**src/rtl/sodor_inductive_state_checker_pkg.sv**
```systemverilog
// -----------------------------------------------------------------------------
// sodor_inductive_pkg
//   Shared constants and types for the inductive-state checker.
//   - SNAP_W and the field offsets of a packed architectural snapshot
//     {reg_mem_en, reg_dmiss, if_inst_buffer[31:0], reg_interrupt_edge}.
//   - Checker FSM state type and its fixed encodings.
//   - masked_diff(): the per-bit compare used on aligned snapshot pairs.
// -----------------------------------------------------------------------------
package sodor_inductive_pkg;

    localparam int SNAP_W     = 35;
    localparam int MEM_EN_BIT = 34;
    localparam int DMISS_BIT  = 33;
    localparam int INST_MSB   = 32;
    localparam int INST_LSB   = 1;
    localparam int INTR_BIT   = 0;

    typedef enum logic [1:0] {
        ST_IDLE     = 2'd0,
        ST_RUN      = 2'd1,
        ST_MISMATCH = 2'd2,
        ST_OVERFLOW = 2'd3
    } chk_state_e;

    // Bits set in the result are differences the caller cares about.
    function automatic logic [SNAP_W-1:0] masked_diff(
        input logic [SNAP_W-1:0] a,
        input logic [SNAP_W-1:0] b,
        input logic [SNAP_W-1:0] mask
    );
        return (a ^ b) & mask;
    endfunction

endpackage

```
**src/rtl/sodor_inductive_state_checker_fifo.sv**
```systemverilog
// -----------------------------------------------------------------------------
// sodor_snapshot_fifo
//   Synchronous snapshot FIFO, DEPTH entries (power of two).
//   clk_i, rst_i (sync, active high), flush_i (sync empty)
//   push_i/push_data_i : write; dropped when full unless popping same cycle
//   pop_i              : advance head; ignored when empty
//   head_o             : current head entry (valid when !empty_o)
//   empty_o, full_o    : occupancy flags
// -----------------------------------------------------------------------------
module sodor_snapshot_fifo
    import sodor_inductive_pkg::*;
#(
    parameter int DEPTH = 4,
    parameter int W     = SNAP_W
) (
    input  logic         clk_i,
    input  logic         rst_i,
    input  logic         flush_i,
    input  logic         push_i,
    input  logic [W-1:0] push_data_i,
    input  logic         pop_i,
    output logic [W-1:0] head_o,
    output logic         empty_o,
    output logic         full_o
);
    localparam int AW = (DEPTH > 1) ? $clog2(DEPTH) : 1;

    // One extra pointer bit tells full from empty when the indices match.
    logic [AW:0]  wr_ptr_q, wr_ptr_d;
    logic [AW:0]  rd_ptr_q, rd_ptr_d;
    logic [W-1:0] mem_q [DEPTH];
    logic         do_push, do_pop;

    assign empty_o = (wr_ptr_q == rd_ptr_q);
    assign full_o  = (wr_ptr_q[AW] != rd_ptr_q[AW]) &&
                     (wr_ptr_q[AW-1:0] == rd_ptr_q[AW-1:0]);
    assign do_pop  = pop_i && !empty_o;
    // A pop in the same cycle frees the slot, so a full FIFO still accepts.
    assign do_push = push_i && (!full_o || do_pop);
    assign head_o  = mem_q[rd_ptr_q[AW-1:0]];

    always_comb begin
        wr_ptr_d = wr_ptr_q + {{AW{1'b0}}, do_push};
        rd_ptr_d = rd_ptr_q + {{AW{1'b0}}, do_pop};
    end

    always_ff @(posedge clk_i) begin
        if (rst_i || flush_i) begin
            wr_ptr_q <= '0;
            rd_ptr_q <= '0;
        end else begin
            wr_ptr_q <= wr_ptr_d;
            rd_ptr_q <= rd_ptr_d;
        end
    end

    always_ff @(posedge clk_i) begin
        if (do_push) mem_q[wr_ptr_q[AW-1:0]] <= push_data_i;
    end

endmodule

```
**config.mk**
```make
export PLATFORM = sky130hd
export DESIGN_NAME = sodor_snapshot_fifo
export DESIGN_NICKNAME = d
export VERILOG_FILES = /design/src/rtl/sodor_inductive_state_checker_pkg.sv /design/src/rtl/sodor_inductive_state_checker_fifo.sv
export SDC_FILE = /design/constraint.sdc
export NUM_CORES = 1
export LEC_CHECK = 0
export CORE_UTILIZATION = 50
export CTS_BUF_LIST = sky130_fd_sc_hd__clkbuf_8
export DETAILED_ROUTE_END_ITERATION = 10
export DONT_BUFFER_PORTS = 1
export GPL_TIMING_DRIVEN = 0
export HOLD_SLACK_MARGIN = 0.08
export PLACE_DENSITY = 0.63
export SETUP_SLACK_MARGIN = 0.05
export SLEW_MARGIN = 40
export SYNTH_ARGS = -nofsm -noshare
export SYNTH_HDL_FRONTEND = slang
export SYNTH_SLANG_ARGS = --single-unit
export TNS_END_PERCENT = 20
```
**constraint.sdc**
```tcl
create_clock -name clk_i -period 12.9 [get_ports clk_i]
set_clock_uncertainty 0.1 [all_clocks]
set_input_delay 2.58 -clock clk_i [delete_from_list [all_inputs] [get_ports clk_i]]
set_output_delay 2.58 -clock clk_i [all_outputs]
set_load 0.005 [all_outputs]
```
==> results.py <==
metrics = {
    "die": {
        "initial_core_util": 0.519,
        "rows": 37,
        "ioPinCount": 77,
        "die_w_um": 106,
        "fp.dieArea_sq_um": 11200,
        "fp.dieH_um": 106,
        "core-area_sq_um": 10400,
    },
    "placement": {
        "io_buffers": 0,
        "dpl.hpwl_mm": 6.07,
        "globalplace.congestion": 0.697,
        "place_area_sq_um": 5780,
    },
    "setup_path": {
        "critPathSlowestCell": "mux4_2",
        "path_common_cell": "buf_6",
        "cp.required_ns": 10.22,
        "critPathKind": "reg -> out",
        "critPathTopFamily": "multiplexers",
        "max_stage_delay_ns": 0.56,
        "path_buf_inv": 2,
        "cp.depth": 3,
        "worstPathCellList": "buf_6 > buf_6 > mux4_2",
        "ff2ff_setup_slack_ns": 10.46,
        "cp-start-kind": "flop",
        "rr_startpoint": "rd_ptr_q[1]",
        "worstReg2RegEnd": "mem_q[1][3]",
        "crit_path_start": "rd_ptr_q[0]",
        "worstPathMaxFanout": 10,
        "cp.arrival_ns": 1.75,
        "r2r_cells": 8,
        "end_kind": "primary output",
        "crit_path_end": "head_o[29]",
    },
    "timing": {
        "whs_ns": 0.466,
        "relSlewSlack": 0.629,
        "hold_viol": 0,
        "fin_setup_tns_ns": 0,
        "finalSetupViolations": 0,
        "finalCriticalPeriod_ns": 4.43,
        "rsz0062_at_grt": "no",
        "finalMaxSlewViolations": 0,
        "tightest_slew_ns": 0.555,
        "fin_crit_sh": 0.343,
        "fmax_ghz": 0.226,
    },
    "power": {
        "total_power_uw": 965,
        "p_per_area_nw_per_um2": 154,
        "power_leakage_uw": 0.00203,
        "ir_worst_vdd_mv": 0.0824,
    },
    "logic_synthesis": {
        "synth-simple-area-share": 0.0157,
        "synth-seq-cells": 146,
        "netlist_area_sq_um": 5410,
        "synth_cell_types": 16,
        "yosys_warnings": 0,
        "synth_compound_area_frac": 0.00509,
        "synth_xor_area_frac": 0.0109,
        "netlist_instances": 215,
        "synth.avg_cell_area_sq_um": 25.2,
        "synth_seq_area_share": 0.799,
        "synthAdderAreaFrac": 0.00925,
        "syn-num-nets": 259,
        "synthMuxAreaShare": 0.146,
        "synth_top_family_by_area": "multiplexers",
    },
    "final_layout": {
        "layout.nets": 301,
        "nFillCells": 766,
        "seq_area_sq_um": 4320,
        "stdcell_area_sq_um": 6240,
        "insertedDiodeCount": 0,
        "area_growth_pct": 15.5,
        "fin_util": 0.600,
        "drive_gt1_frac": 0.374,
        "multiInputGateArea_sq_um": 1030,
    },
    "global_route": {
        "grt-ovfl-total": 0,
        "grt_first_pass_wirelength_mm": 13.9,
        "antenna_found_initial": 0,
        "grt_usage": 0.176,
        "grt_max_degree": 17,
        "grt_pass1_vias": 2462,
    },
    "clock_network": {
        "cts_sinks": 146,
        "htreeDepth": 4,
        "cts-root-buf": "clkbuf_8",
        "clk_latency_ns": 0.42,
        "cts_resized": 0,
        "cts-buffers-inserted": 17,
        "clkTransAtPathRegs_ns": 0.08,
        "ctsHoldBuffers": 0,
        "cts_tree": "done",
        "post_cts_buffers": 0,
        "clk_path_buf_depth": 2,
    },
    "detailed_routing": {
        "drc": 0,
        "wirelength_mm": 8.83,
        "ant_nets": 0,
        "drt_iter0_drc": 97,
        "drt-vias-per-instance": 5.53,
        "vias": 2246,
        "detail_route.wl_per_cell_um": 21.8,
        "firstDrtPassIters": 4,
    },
    "status": {
        "outcome": "completed",
    },
    "min_path": {
        "worstHoldStart": "rd_ptr_q[2]",
        "hp-class": "reg -> reg",
    },
    "run": {
        "cap_violations": 0,
    },
}
==> cell usage after synthesis <==
cell | n | area, sq um
xnor2_1 | 3 | 26.3
mux4_2 | 35 | 788
ha_1 | 4 | 50.1
dfxtp_1 | 6 | 120
o41ai_4 | 1 | 27.5
nor2b_1 | 1 | 6.26
nand2_1 | 1 | 3.75
and2_1 | 4 | 25.0
edfxtp_1 | 140 | 4200
nor2_1 | 2 | 7.51
xor2_2 | 2 | 32.5
nor3b_1 | 3 | 22.5
nor3_1 | 4 | 20.0
buf_6 | 5 | 56.3
buf_2 | 3 | 15.0
inv_1 | 1 | 3.75
==> cell type report <==
cell class                      count  area share
Timing Repair Buffer               23      0.0285
Clock buffer                       20      0.0441
Clock inverter                     12      0.0305
Tap cell                          136      0.0272
Buffer                              8      0.0114
Inverter                            1    0.000601
Multi-Input combinational cell     60       0.165
Sequential cell                   146       0.692
==> power by group <==
part           switching, uW  total [uW]  leakage [uW]  internal, uW
Combinational           15.0        29.2      0.000453          14.2
Sequential              2.84         534       0.00133           532
Clock                    157         401      0.000245           244
==> layer usage <==
metal / GRT usage / wire, um
met4: 0.0625 / 80
met3: 0.0693 / 521
met1: 0.221 / 3720
met5: 0 / 0
met2: 0.280 / 4510
==> metrics by stage <==
step / instances / worst slack, ns
detailed placement: 374 / 8.52
floorplan: 215 / 7.01
global route: 406 / 8.37
CTS: 406 / 8.41
global placement: 351 / 4.72
finish: 406 / 8.47
==> state kept, by name, indices dropped and copies added, names as in the netlist <==
register,cells
rd_ptr_q,3
wr_ptr_q,3
mem_q,140
==> tightest hold or removal path, stage by stage (launching register included) <==
cell     delay (ns)
dfxtp_1        0.36
xnor2_1        0.13
nor3_1         0.04
==> worst min-delay path by stage <==
stage | cells past startpoint | end | slack (ns)
floorplan | 2 | rd_ptr_q[2] | 0.43
global placement | 2 | rd_ptr_q[2] | 0.45
detailed placement | 2 | rd_ptr_q[2] | 0.45
CTS | 2 | rd_ptr_q[2] | 0.47
global route | 2 | wr_ptr_q[2] | 0.48
finish | 2 | rd_ptr_q[2] | 0.47
==> cell usage in the layout, fill, tap and decap left out <==
cell / n
and2_1: 4
nor3b_1: 1
bufinv_16: 5
nand2_1: 1
buf_4: 17
inv_6: 1
nor2b_1: 1
nor3b_2: 2
clkinv_4: 1
nor3_1: 3
ha_1: 4
xor2_2: 2
o41ai_4: 1
buf_2: 7
nor3_2: 1
dfxtp_1: 6
nor2_1: 1
mux4_2: 35
clkbuf_8: 20
clkinvlp_4: 1
buf_8: 2
edfxtp_1: 140
buf_6: 5
nor2_4: 1
xnor2_1: 3
inv_1: 5
==> kinds of logic after synthesis <==
family,after synthesis
multiplexers,35
AO/OA/AOI/OAI,1
adder cells (fa/ha/maj),4
XOR/XNOR,5
AND/OR/NAND/NOR,15
flip-flops,146
buffers and inverters,9
No activity file was read; power rests on OpenSTA's default activity.
